<file path="src/rtl/uart_receiver_pkg.sv">
// Shared definitions for the UART receive path.
// Holds the default line parameters, the FSM state encodings, the byte and
// strobe payload types, and the sample-tick divider calculation. The TX path
// uses the same divider calculation.
package uart_receiver_pkg;

  // Default line parameters
  localparam int unsigned DEF_CLK_FREQ   = 100_000_000;
  localparam int unsigned DEF_BAUD       = 9600;
  localparam int unsigned DEF_OVERSAMPLE = 16;

  // Frame geometry (8N1)
  localparam int unsigned DATA_W    = 8;
  localparam int unsigned BIT_CNT_W = 3;

  // Receiver FSM encodings, kept as plain constants for legacy compatibility
  localparam int unsigned STATE_W = 3;
  localparam logic [STATE_W-1:0] ST_IDLE      = STATE_W'(0);
  localparam logic [STATE_W-1:0] ST_START     = STATE_W'(1);
  localparam logic [STATE_W-1:0] ST_DATA      = STATE_W'(2);
  localparam logic [STATE_W-1:0] ST_STOP      = STATE_W'(3);
  localparam logic [STATE_W-1:0] ST_WAIT_HIGH = STATE_W'(4);

  typedef logic [DATA_W-1:0] rx_byte_t;

  // One-cycle event strobes presented to the register block
  typedef struct packed {
    logic valid;
    logic frame_err;
    logic overrun;
  } rx_strobe_t;

  // sysclk cycles per oversample tick (integer division, truncating)
  function automatic int unsigned calc_div(input int unsigned clk_freq,
                                           input int unsigned baud,
                                           input int unsigned oversample);
    return clk_freq / (baud * oversample);
  endfunction

endpackage

</file>
<file path="src/rtl/uart_receiver_if.sv">
// Byte/status bus between the UART receiver and the peripheral register block.
//  rx_data    receiver -> consumer  last good byte
//  rx_valid   receiver -> consumer  one-cycle pulse, new byte in rx_data
//  rx_pending receiver -> consumer  byte available, not yet acknowledged
//  rx_busy    receiver -> consumer  frame reception in progress
//  frame_err  receiver -> consumer  one-cycle pulse, stop bit sampled low
//  overrun    receiver -> consumer  one-cycle pulse, byte lost to overwrite
//  rx_ack     consumer -> receiver  consumer has read rx_data
interface uart_receiver_if;
  import uart_receiver_pkg::*;

  rx_byte_t rx_data;
  logic     rx_valid;
  logic     rx_pending;
  logic     rx_busy;
  logic     frame_err;
  logic     overrun;
  logic     rx_ack;

  // Receiver side
  modport master (
    output rx_data,
    output rx_valid,
    output rx_pending,
    output rx_busy,
    output frame_err,
    output overrun,
    input  rx_ack
  );

  // Consumer side
  modport slave (
    input  rx_data,
    input  rx_valid,
    input  rx_pending,
    input  rx_busy,
    input  frame_err,
    input  overrun,
    output rx_ack
  );

endinterface

</file>
<file path="src/rtl/uart_sample_tick.sv">
// Oversample tick generator: divides sysclk by DIV.
//  sysclk  in   system clock
//  reset   in   synchronous, active-high
//  hold    in   forces the divider to 0 and suppresses the tick
//  tick_c  out  high for one cycle when the divider reaches DIV-1
// Releasing hold starts a fresh count from 0, so the first tick lands DIV
// cycles after release; the receiver uses this to phase-align ticks to the
// start-bit falling edge.
module uart_sample_tick #(
  parameter int unsigned DIV = 651
) (
  input  logic sysclk,
  input  logic reset,
  input  logic hold,
  output logic tick_c
);

  localparam int unsigned CNT_W = (DIV > 1) ? $clog2(DIV) : 1;
  localparam logic [CNT_W-1:0] CNT_LAST = CNT_W'(DIV - 1);

  logic [CNT_W-1:0] cnt_q;

  // Divider counter: 0..DIV-1, cleared while held
  always_ff @(posedge sysclk) begin
    if (reset) begin
      cnt_q <= '0;
    end else if (hold || (cnt_q == CNT_LAST)) begin
      cnt_q <= '0;
    end else begin
      cnt_q <= cnt_q + CNT_W'(1);
    end
  end

  assign tick_c = ~hold & (cnt_q == CNT_LAST);

endmodule

</file>
<file path="src/rtl/uart_receiver.sv">
// UART receiver, 8N1, LSB first, with 16x (OVERSAMPLE) mid-bit sampling.
//  sysclk   in   system clock, all logic on posedge
//  reset    in   synchronous, active-high; wins over every other event
//  uart_rx  in   asynchronous serial line, idle high
//  rx_if    master side of the byte/status bus (rx_data, rx_valid,
//           rx_pending, rx_busy, frame_err, overrun out; rx_ack in)
// All outputs are registered. Strobes appear in the cycle after the tick
// that decides them. rx_valid rises about (OVERSAMPLE/2 + 9*OVERSAMPLE)*DIV + 4
// sysclk cycles after the falling edge of the start bit.
module uart_receiver
  import uart_receiver_pkg::*;
#(
  parameter int unsigned CLK_FREQ   = DEF_CLK_FREQ,
  parameter int unsigned BAUD       = DEF_BAUD,
  parameter int unsigned OVERSAMPLE = DEF_OVERSAMPLE
) (
  input  logic            sysclk,
  input  logic            reset,
  input  logic            uart_rx,
  uart_receiver_if.master rx_if
);

  localparam int unsigned DIV     = calc_div(CLK_FREQ, BAUD, OVERSAMPLE);
  localparam int unsigned S_CNT_W = $clog2(OVERSAMPLE);

  localparam logic [S_CNT_W-1:0]   S_MID  = S_CNT_W'(OVERSAMPLE / 2 - 1);
  localparam logic [S_CNT_W-1:0]   S_LAST = S_CNT_W'(OVERSAMPLE - 1);
  localparam logic [BIT_CNT_W-1:0] B_LAST = BIT_CNT_W'(DATA_W - 1);

  // Synchronizer
  logic s1_q;
  logic rx_s_q;

  // FSM and datapath state
  logic [STATE_W-1:0]   state_q,   state_nxt;
  logic [S_CNT_W-1:0]   s_cnt_q,   s_cnt_nxt;
  logic [BIT_CNT_W-1:0] b_cnt_q,   b_cnt_nxt;
  rx_byte_t             shift_q,   shift_nxt;

  // Output registers
  rx_byte_t             data_q,    data_nxt;
  rx_strobe_t           strobe_q,  strobe_nxt;
  logic                 pending_q, pending_nxt;
  logic                 busy_q,    busy_nxt;

  logic tick_c;
  logic tick_hold_c;

  // Two-flop re-timing of the asynchronous line; idles high out of reset
  always_ff @(posedge sysclk) begin
    if (reset) begin
      s1_q   <= 1'b1;
      rx_s_q <= 1'b1;
    end else begin
      s1_q   <= uart_rx;
      rx_s_q <= s1_q;
    end
  end

  // Ticks only run while a frame is being timed; the IDLE->START transition
  // releases the divider so ticks are phase-aligned to the falling edge.
  assign tick_hold_c = (state_q == ST_IDLE) || (state_q == ST_WAIT_HIGH);

  uart_sample_tick #(
    .DIV (DIV)
  ) u_sample_tick (
    .sysclk (sysclk),
    .reset  (reset),
    .hold   (tick_hold_c),
    .tick_c (tick_c)
  );

  // State and output registers
  always_ff @(posedge sysclk) begin
    if (reset) begin
      state_q   <= ST_IDLE;
      s_cnt_q   <= '0;
      b_cnt_q   <= '0;
      shift_q   <= '0;
      data_q    <= '0;
      strobe_q  <= '0;
      pending_q <= 1'b0;
      busy_q    <= 1'b0;
    end else begin
      state_q   <= state_nxt;
      s_cnt_q   <= s_cnt_nxt;
      b_cnt_q   <= b_cnt_nxt;
      shift_q   <= shift_nxt;
      data_q    <= data_nxt;
      strobe_q  <= strobe_nxt;
      pending_q <= pending_nxt;
      busy_q    <= busy_nxt;
    end
  end

  // Next-state and next-output logic
  always_comb begin
    state_nxt   = state_q;
    s_cnt_nxt   = s_cnt_q;
    b_cnt_nxt   = b_cnt_q;
    shift_nxt   = shift_q;
    data_nxt    = data_q;
    strobe_nxt  = '0;
    pending_nxt = pending_q;

    // Acknowledge clears; a completing frame below sets and takes priority
    if (rx_if.rx_ack) begin
      pending_nxt = 1'b0;
    end

    case (state_q)
      ST_IDLE: begin
        if (!rx_s_q) begin
          state_nxt = ST_START;
          s_cnt_nxt = '0;
        end
      end

      ST_START: begin
        if (tick_c) begin
          if (s_cnt_q == S_MID) begin
            // Mid start bit: a line already back high was a glitch
            if (rx_s_q) begin
              state_nxt = ST_IDLE;
            end else begin
              state_nxt = ST_DATA;
              s_cnt_nxt = '0;
              b_cnt_nxt = '0;
            end
          end else begin
            s_cnt_nxt = s_cnt_q + S_CNT_W'(1);
          end
        end
      end

      ST_DATA: begin
        if (tick_c) begin
          if (s_cnt_q == S_LAST) begin
            s_cnt_nxt = '0;
            shift_nxt = {rx_s_q, shift_q[DATA_W-1:1]};
            if (b_cnt_q == B_LAST) begin
              state_nxt = ST_STOP;
            end else begin
              b_cnt_nxt = b_cnt_q + BIT_CNT_W'(1);
            end
          end else begin
            s_cnt_nxt = s_cnt_q + S_CNT_W'(1);
          end
        end
      end

      ST_STOP: begin
        if (tick_c) begin
          if (s_cnt_q == S_LAST) begin
            // Mid stop bit: returning to IDLE here catches a start bit
            // that follows the stop bit directly.
            if (rx_s_q) begin
              data_nxt           = shift_q;
              strobe_nxt.valid   = 1'b1;
              strobe_nxt.overrun = pending_q & ~rx_if.rx_ack;
              pending_nxt        = 1'b1;
              state_nxt          = ST_IDLE;
            end else begin
              strobe_nxt.frame_err = 1'b1;
              state_nxt            = ST_WAIT_HIGH;
            end
          end else begin
            s_cnt_nxt = s_cnt_q + S_CNT_W'(1);
          end
        end
      end

      ST_WAIT_HIGH: begin
        // A held-low line (break) is not read as a stream of new frames
        if (rx_s_q) begin
          state_nxt = ST_IDLE;
        end
      end

      default: begin
        state_nxt = ST_IDLE;
      end
    endcase

    busy_nxt = (state_nxt != ST_IDLE);
  end

  assign rx_if.rx_data    = data_q;
  assign rx_if.rx_valid   = strobe_q.valid;
  assign rx_if.frame_err  = strobe_q.frame_err;
  assign rx_if.overrun    = strobe_q.overrun;
  assign rx_if.rx_pending = pending_q;
  assign rx_if.rx_busy    = busy_q;

endmodule
</file>
<file path="src/flat_wrapper.sv">
// flat-port wrapper written by rule: the top's interface ports become plain ports
module uart_receiver_flat import uart_receiver_pkg::*;
#(
  parameter int unsigned CLK_FREQ   = DEF_CLK_FREQ,
  parameter int unsigned BAUD       = DEF_BAUD,
  parameter int unsigned OVERSAMPLE = DEF_OVERSAMPLE
)
  (sysclk, reset, uart_rx, rx_if_rx_data, rx_if_rx_valid, rx_if_rx_pending, rx_if_rx_busy, rx_if_frame_err, rx_if_overrun, rx_if_rx_ack);
  uart_receiver_if rx_if_i ();
  input  logic sysclk;
  input  logic reset;
  input  logic uart_rx;
  output wire logic [$bits(rx_if_i.rx_data)-1:0] rx_if_rx_data;
  output wire logic [$bits(rx_if_i.rx_valid)-1:0] rx_if_rx_valid;
  output wire logic [$bits(rx_if_i.rx_pending)-1:0] rx_if_rx_pending;
  output wire logic [$bits(rx_if_i.rx_busy)-1:0] rx_if_rx_busy;
  output wire logic [$bits(rx_if_i.frame_err)-1:0] rx_if_frame_err;
  output wire logic [$bits(rx_if_i.overrun)-1:0] rx_if_overrun;
  input wire logic [$bits(rx_if_i.rx_ack)-1:0] rx_if_rx_ack;
  assign rx_if_rx_data = rx_if_i.rx_data;
  assign rx_if_rx_valid = rx_if_i.rx_valid;
  assign rx_if_rx_pending = rx_if_i.rx_pending;
  assign rx_if_rx_busy = rx_if_i.rx_busy;
  assign rx_if_frame_err = rx_if_i.frame_err;
  assign rx_if_overrun = rx_if_i.overrun;
  assign rx_if_i.rx_ack = rx_if_rx_ack;
  uart_receiver #(.CLK_FREQ(CLK_FREQ), .BAUD(BAUD), .OVERSAMPLE(OVERSAMPLE)) u_core (.sysclk(sysclk), .reset(reset), .uart_rx(uart_rx), .rx_if(rx_if_i));
endmodule
</file>
<file path="config.mk">
export PLATFORM = sky130hd
export DESIGN_NAME = uart_receiver_flat
export DESIGN_NICKNAME = d
export VERILOG_FILES = /design/src/rtl/uart_receiver_pkg.sv /design/src/rtl/uart_receiver_if.sv /design/src/rtl/uart_sample_tick.sv /design/src/rtl/uart_receiver.sv /design/src/flat_wrapper.sv
export SDC_FILE = /design/constraint.sdc
export NUM_CORES = 1
export LEC_CHECK = 0
export ABC_AREA = 1
export CAP_MARGIN = 20
export CORE_MARGIN = 4
export CORE_UTILIZATION = 40
export CTS_BUF_LIST = sky130_fd_sc_hd__clkbuf_4 sky130_fd_sc_hd__clkbuf_8
export DETAILED_ROUTE_END_ITERATION = 8
export PLACE_DENSITY_LB_ADDON = 0.08
export SYNTH_ARGS = -nofsm -noshare
export SYNTH_HDL_FRONTEND = slang
export SYNTH_HIERARCHICAL = 1
export SYNTH_SLANG_ARGS = --single-unit
</file>
<file path="constraint.sdc">
create_clock -name sysclk -period 1.8 [get_ports sysclk]
set_input_delay 0.36 -clock sysclk [delete_from_list [all_inputs] [get_ports sysclk]]
set_output_delay 0.36 -clock sysclk [all_outputs]
set_load 0.005 [all_outputs]
</file>
==> results of run 1 <==
-- per-layer routing --
layer	global-route usage, %	vias up	share of wire [%]
met3	4.01	5	3.7
met1	19.1	796	50
li1	-	937	-
met2	22.9	34	45
met5	0	-	0
met4	4.37	0	0.80
-- worst register-to-register path, stage by stage (launching register included) --
cell and delay [ns]:
dfxtp_2 0.33, inv_2 0.06, ha_4 0.12, nand2_2 0.05
nor2_2 0.11, nand3_2 0.13, nor2_4 0.16, buf_6 0.13
nor2_4 0.03, nor2_2 0.10, nand2_2 0.12, inv_2 0.10
nand2_2 0.07, a21oi_2 0.16, nor2_1 0.05
-- layout by cell type (no fill, tap or decap) --
master / synthesis / final
nand3_2: 5 / 5
o21ai_2: 2 / 2
clkdlybuf4s50_1: 0 / 16
ha_1: 5 / 4
nand3_1: 12 / 11
o21ai_0: 17 / 12
bufinv_16: 0 / 1
o21ai_1: 2 / 7
buf_4: 0 / 15
xor2_1: 3 / 3
inv_2: 2 / 7
inv_6: 0 / 1
ha_4: 0 / 1
a21oi_2: 3 / 6
nor2_2: 4 / 7
nand2_2: 1 / 7
nor3_1: 3 / 3
o21bai_1: 1 / 1
buf_8: 0 / 1
nand3_4: 0 / 1
a21oi_1: 24 / 21
nor2_4: 3 / 8
buf_12: 0 / 1
nand2_4: 1 / 1
nor2_1: 42 / 34
nand3b_1: 2 / 2
dfxtp_1: 43 / 41
or2_2: 3 / 3
nand4_1: 6 / 6
dfxtp_2: 0 / 2
clkbuf_8: 0 / 6
nand2_1: 49 / 43
buf_6: 1 / 3
inv_1: 31 / 26
-- flip-flops by register name (all words and copies together), names as in the netlist --
register                    count
u_core/rx_if.frame_err          1
u_core/b_cnt_q                  3
u_core/rx_if.rx_pending         1
u_core/rx_if.rx_data            8
u_core/s1_q                     1
u_core/rx_s_q                   1
u_core/state_q                  3
u_core/rx_if.overrun            1
u_core/shift_q                  8
u_core/u_sample_tick/cnt_q     10
u_core/s_cnt_q                  4
u_core/rx_if.rx_valid           1
u_core/rx_if.rx_busy            1
-- worst max path at each step --
stage | start | to | slack [ns] | cells after the start
after CTS | u_core/u_sample_tick/cnt_q[0] | u_core/rx_if.rx_busy | 0.004 | 14
after detailed placement | u_core/u_sample_tick/cnt_q[0] | u_core/shift_q[3] | -0.07 | 11
after global routing | u_core/u_sample_tick/cnt_q[0] | u_core/s_cnt_q[2] | -0.12 | 14
after floorplan | u_core/u_sample_tick/cnt_q[0] | u_core/shift_q[4] | 0.02 | 12
after global placement | u_core/u_sample_tick/cnt_q[0] | u_core/shift_q[3] | 0.01 | 11
final | u_core/u_sample_tick/cnt_q[0] | u_core/s_cnt_q[2] | 0.0002 | 14
-- report_power, final --
part	internal, mW	leakage [nW]	switching, mW
sequential	0.958	0.348	0.00601
combinational	0.0403	0.584	0.0631
clock	0.456	0.0618	0.335
-- stage by stage --
step	utilization, %	setup slack (ns)	hold slack [ns]
2_1_floorplan	-	0.0162	0.389
6_report	54.7	0.000236	0.422
5_1_grt	54.7	-0.116	0.446
3_5_place_dp	48.6	-0.0685	0.409
3_3_place_gp	48.6	0.0103	0.406
4_1_cts	51.4	0.00429	0.430
-- logic make-up (layout without fill, tap and decap cells) --
group / after synthesis / in the layout / synth area share (%)
xor gates and xnor gates: 3 / 3 / 1.33
adders and majority gates: 5 / 5 / 3.15
buffers and inverters: 38 / 77 / 7.70
AOI/OAI and AO/OA: 49 / 49 / 13.4
DFF: 43 / 43 / 43.4
and+or+nand+nor: 131 / 131 / 31.0
-- what timing repair did --
action / 4_1_cts / 5_1_grt
endpoints found under the setup margin: 13 / 26
pin swaps: 2 / 16
buffers inserted: 1 / 7
resized for setup: 3 / 42
-- cell type report --
class / instances / area share (%)
inverter: 33 / 4.76
multi-input combinational: 188 / 41.0
clock buffer: 6 / 3.18
clock inverter: 2 / 1.49
tap: 67 / 3.22
sequential: 43 / 33.2
timing repair buffer: 36 / 13.1
==> run metrics, run 1 <==
die height 78.4 µm; final std cells w/o fill 375; Final Hold Viols 0; CTS H-Tree Depth 2; #FFs+latches synth 43; FMAX 556 MHz; Design Power 1.86 mW; Core Footprint 4750 µm²; RR Endpoint u_core/s_cnt_q[2]; worst path arrival time 1.99 ns; status finished clean; setup_tns 0 ns; Slowest-stage cell, CP dfxtp_2; Mapped Nets 278; Post-DP Area 2310 µm²; total global-route track usage 14.4%; fin nets 316; pin count of the biggest net entering global routing 15; antenna viol nets, final 0; CP required 1.99 ns; Final Max Slew Viols 0; vias in the first global route 1671; Hold WC Path Type flop to flop; CP delay by family, top simple AND/OR/NAND/NOR gates; Ant. Diodes 0; CP peak stage delay 0.33 ns; DP Cell Count 360; Crit Reg-Reg Startpoint u_core/u_sample_tick/cnt_q[0]; cell mode on critical path nand2_2; max-cap violations 0; Initial Util 41.7%; via count 1772; grt ovf 0; Mean Syn Cell Area 7.37 µm²; most frequent cells after synthesis 49 x nand2_1, 43 x dfxtp_1, 42 x nor2_1, 31 x inv_1, 24 x a21oi_1; flop2flop setup slack 0.0002 ns; crit path cell chain inv_2 > ha_4 > nand2_2 > nor2_2 > nand3_2 > nor2_4 > buf_6 > nor2_4 > nor2_2 > nand2_2 > inv_2 > nand2_2 > a21oi_2 > nor2_1; largest area contributor in the netlist dfxtp_1; # DRC 0; Critical Path Sink Type flop; count leader, synth nand2_1; Crit Path Max Fanout 4; Tmin final 1.80 ns; Die Width 78.4 µm; Routability Congestion 0.861; Port-buffer cells 16; Power Density 715 nW/µm²; Post-CTS Hold Buffers 0; Post-synth EDFFs 0; critical path type flop to flop; first-pass GRT wire length 7200 µm; HPWL after DPL 3020 µm; Top FF cell, synth dfxtp_1; Hold Path Origin u_core/s1_q; fraction of layout cells with a size suffix above 1 25.3%; final wirelength 4380 µm; vias per cell 4.73; CTS root buf clkbuf_8; Syn Inst Count 269; FP Rows 25; clk_skew 0.00261 ns; per-cell routed wire length 11.7 µm; sequential share of the synthesized area 43.4%; hold path cells 1; Cell variety after synth 26; leakage 0.994 nW; Final Instance Area 2600 µm²; Num CTS Buffers 5; initial antenna violation count 0; Startpoint Class flop; CTS tree done; Multi-input gate area 1070 µm²; worst vdd ir 0.572 mV; die area 6150 µm²; final setup vio count 0; I/O Pins 17; Worst-Margin Slew 0.378 ns; mapped cell area 1980 µm²; fin crit share 100%; share of the synthesized area in the top cell type 43.4%; R2R cell count 14; storage element area 863 µm²; hold worst-path end u_core/rx_s_q; ranking of synthesized cells by area dfxtp_1 43%, nand2_1 9.3%, nor2_1 7.9%; Synth-to-Final Area Change 31.1%; clock latency on the worst-skew pair 0.29 ns; Async S/R FF share, synth 0%; Bufs and invs on worst path 3; Worst-path clk slew 0.08 ns; Clock Sinks 43; Syn. warnings 6; Detailed Route Iter0 Violations 79; Slew HR 74.5%; RSZ-0062 raised after global routing true; Initial DRT Pass Iterations 4; maximum root-to-sink buffer count 2; Fillers 463
Note: power is estimated with default switching activity, not from simulation.
==> run 2, diff against run 1 <==
CORE_MARGIN = 5   (was 4)
==> run 2 against run 1 <==
Effect of this change:
- worst hold slack better by 0.00065 ns
- the run now ends with negative setup slack left
- register-to-register slack worse by 0.03 ns
- critical endpoint is now u_core/rx_if.rx_data[5]
- largest power group unchanged
- via count down 0.96%
- critical path depth down 1
- sequential share of layout area down 0.24 points
- worst setup slack worse by 0.029 ns
- global-route usage up 0.67 points
- wire length down 2.2%
- sequential cell count unchanged
==> run metrics, run 2 (synthesis gave the netlist of run 1 again) <==
Worst-Margin Slew 0.411 ns (was 0.378 ns); flop2flop setup slack -0.03 ns (was 0.0002 ns); Initial DRT Pass Iterations 4 (unchanged); worst path arrival time 2.06 ns (was 1.99 ns); fraction of layout cells with a size suffix above 1 26.3% (was 25.3%); status finished, violations left (was finished clean); Worst-path clk slew 0.08 ns (about the same); Initial Util 41.7% (unchanged); clock latency on the worst-skew pair 0.29 ns (about the same); Routability Congestion 0.828 (was 0.861); cell mode on critical path nor2_4 (was nand2_2); die area 6470 µm² (was 6150 µm²); HPWL after DPL 3130 µm (was 3020 µm); Hold Path Origin u_core/s1_q (unchanged); R2R cell count 13 (was 14); Detailed Route Iter0 Violations 76 (was 79); CTS tree done (unchanged); commonest non-fill, non-tap cell in the layout nand2_1 (unchanged); CP required 2.03 ns (was 1.99 ns); Crit Path Max Fanout 7 (was 4); worst vdd ir 0.378 mV (was 0.572 mV); final std cells w/o fill 375 (unchanged); max-cap violations 0 (unchanged); per-cell routed wire length 11.4 µm (was 11.7 µm); final wirelength 4280 µm (was 4380 µm); Slew HR 72.3% (was 74.5%); maximum root-to-sink buffer count 2 (unchanged); antenna viol nets, final 0 (unchanged); CTS H-Tree Depth 2 (unchanged); Tmin final 1.83 ns (was 1.80 ns); Critical Path Sink Type flop (unchanged); RSZ-0062 raised after global routing true (unchanged); vias in the first global route 1715 (was 1671); FP Rows 25 (unchanged); Post-CTS Hold Buffers 0 (unchanged); Die Width 80.4 µm (was 78.4 µm); Final WS setup -0.0291 ns (was 0.000236 ns); max reg flops 10 (unchanged); total global-route track usage 15.1% (was 14.4%); Top reg by flops u_core/u_sample_tick/cnt_q (unchanged); fin nets 316 (unchanged); # DRC 0 (unchanged); pin count of the biggest net entering global routing 15 (unchanged); hold path cells 1 (unchanged); Synth-to-Final Area Change 32.1% (was 31.1%); Final Hold Viols 0 (unchanged); Hold WC Path Type flop to flop (unchanged); Clock Sinks 43 (unchanged); final setup vio count 2 (was 0); CP peak stage delay 0.33 ns (about the same); Fillers 469 (was 463); first-pass GRT wire length 7580 µm (was 7200 µm); Crit Reg-Reg Startpoint u_core/u_sample_tick/cnt_q[0] (unchanged); I/O Pins 17 (unchanged); Final Max Slew Viols 0 (unchanged); Num CTS Buffers 5 (unchanged); FMAX 547 MHz (was 556 MHz); CP delay by family, top simple AND/OR/NAND/NOR gates (unchanged); hold worst-path end u_core/rx_s_q (unchanged); violated checks negative setup slack; crit path cell chain inv_2 > ha_2 > nand2_1 > nor2_1 > nand3_2 > nor2_4 > buf_6 > nand3_4 > nor2_4 > buf_12 > buf_8 > o21ai_4 > a21oi_2 (was inv_2 > ha_4 > nand2_2 > nor2_2 > nand3_2 > nor2_4 > buf_6 > nor2_4 > nor2_2 > nand2_2 > inv_2 > nand2_2 > a21oi_2 > nor2_1); final core occ 55.1% (was 54.7%); Core Footprint 4750 µm² (unchanged); Slowest-stage cell, CP dfxtp_2 (unchanged); die height 80.4 µm (was 78.4 µm); RR Endpoint u_core/rx_if.rx_data[5] (was u_core/s_cnt_q[2]); commonest cells after routing, fill and taps aside 44 x nand2_1, 41 x dfxtp_1, 32 x nor2_1, 27 x inv_1, 18 x a21oi_1 (was 43 x nand2_1, 41 x dfxtp_1, 34 x nor2_1, 26 x inv_1, 21 x a21oi_1); critical path type flop to flop (unchanged); fin crit share 102% (was 100%); clk_skew 0.00566 ns (was 0.00261 ns); Power Density 666 nW/µm² (was 715 nW/µm²); Ant. Diodes 0 (unchanged); DP Cell Count 364 (was 360); vias per cell 4.68 (was 4.73); Port-buffer cells 16 (unchanged); Bufs and invs on worst path 4 (was 3); CTS root buf clkbuf_8 (unchanged); Startpoint Class flop (unchanged); initial antenna violation count 0 (unchanged); via count 1755 (was 1772); grt ovf 0 (unchanged); leakage 0.993 nW (was 0.994 nW)
## run 2: report_power, final
part / total (mW) / switching [mW] / leakage, nW / internal [mW]
Sequential: 0.964 / 0.00566 / 0.348 / 0.958
Clock: 0.679 / 0.330 / 0.0505 / 0.349
Combinational: 0.101 / 0.0608 / 0.595 / 0.0407
Total: 1.74 / 0.396 / 0.993 / 1.35
## run 2: routing by layer
metal | global-route usage [%] | part of all wire, % | up-vias
met2 | 22.8 | 44 | 25
met4 | 5.57 | 1.6 | 0
li1 | - | - | 942
met3 | 4.37 | 4.8 | 6
met1 | 20.3 | 50 | 782
met5 | 0 | 0 | -
## run 2: worst max-delay path by stage
stage | from | endpoint | slack [ns] | cells past startpoint
final | u_core/u_sample_tick/cnt_q[0] | u_core/rx_if.rx_data[5] | -0.03 | 13
after global routing | u_core/u_sample_tick/cnt_q[0] | u_core/s_cnt_q[2] | -0.14 | 14
after CTS | u_core/u_sample_tick/cnt_q[0] | u_core/shift_q[1] | -0.01 | 12
after detailed placement | u_core/u_sample_tick/cnt_q[0] | u_core/shift_q[1] | -0.03 | 12
after global placement | u_core/u_sample_tick/cnt_q[0] | u_core/s_cnt_q[2] | 0.008 | 14
after floorplan | u_core/u_sample_tick/cnt_q[0] | u_core/shift_q[4] | 0.02 | 12
## run 2: area by class of cell
class                           count  area [µm²]  area share [%]
Inverter                           33         131            5.02
Timing Repair Buffer               36         342            13.0
Clock buffer                        7        96.3            3.68
Clock inverter                      1        7.51           0.287
Sequential cell                    43         863            33.0
Tap cell                           67        83.8            3.20
Multi-Input combinational cell    188        1090            41.8
## run 2: stage by stage
stage	hold WS, ns	power [mW]	setup WS [ns]	TNS, ns	cell area (µm²)
4_1_cts	0.428	1.77	-0.0134	-0.0134	2440
2_1_floorplan	0.389	1.04	0.0162	0	1980
5_1_grt	0.447	1.86	-0.141	-1.28	2620
3_5_place_dp	0.408	1.08	-0.0274	-0.0743	2340
3_3_place_gp	0.409	1.08	0.00846	0	2340
6_report	0.423	1.74	-0.0291	-0.0487	2620
## run 2: what timing repair did
| action | 4_1_cts | 5_1_grt |
|---|---|---|
| gates resized for setup | 1 | 52 |
| setup endpoints to repair | 14 | 26 |
| setup buffers | 0 | 3 |
| pin swaps | 0 | 19 |
| hold endpoints to repair | 0 | 0 |
## run 2: worst register-to-register path: stages (launching register included)
cell and delay, ns:
dfxtp_2 0.33, inv_2 0.04, ha_2 0.14, nand2_1 0.05, nor2_1 0.12, nand3_2 0.14, nor2_4 0.16, buf_6 0.13
nand3_4 0.08, nor2_4 0.17, buf_12 0.14, buf_8 0.12, o21ai_4 0.05, a21oi_2 0.09
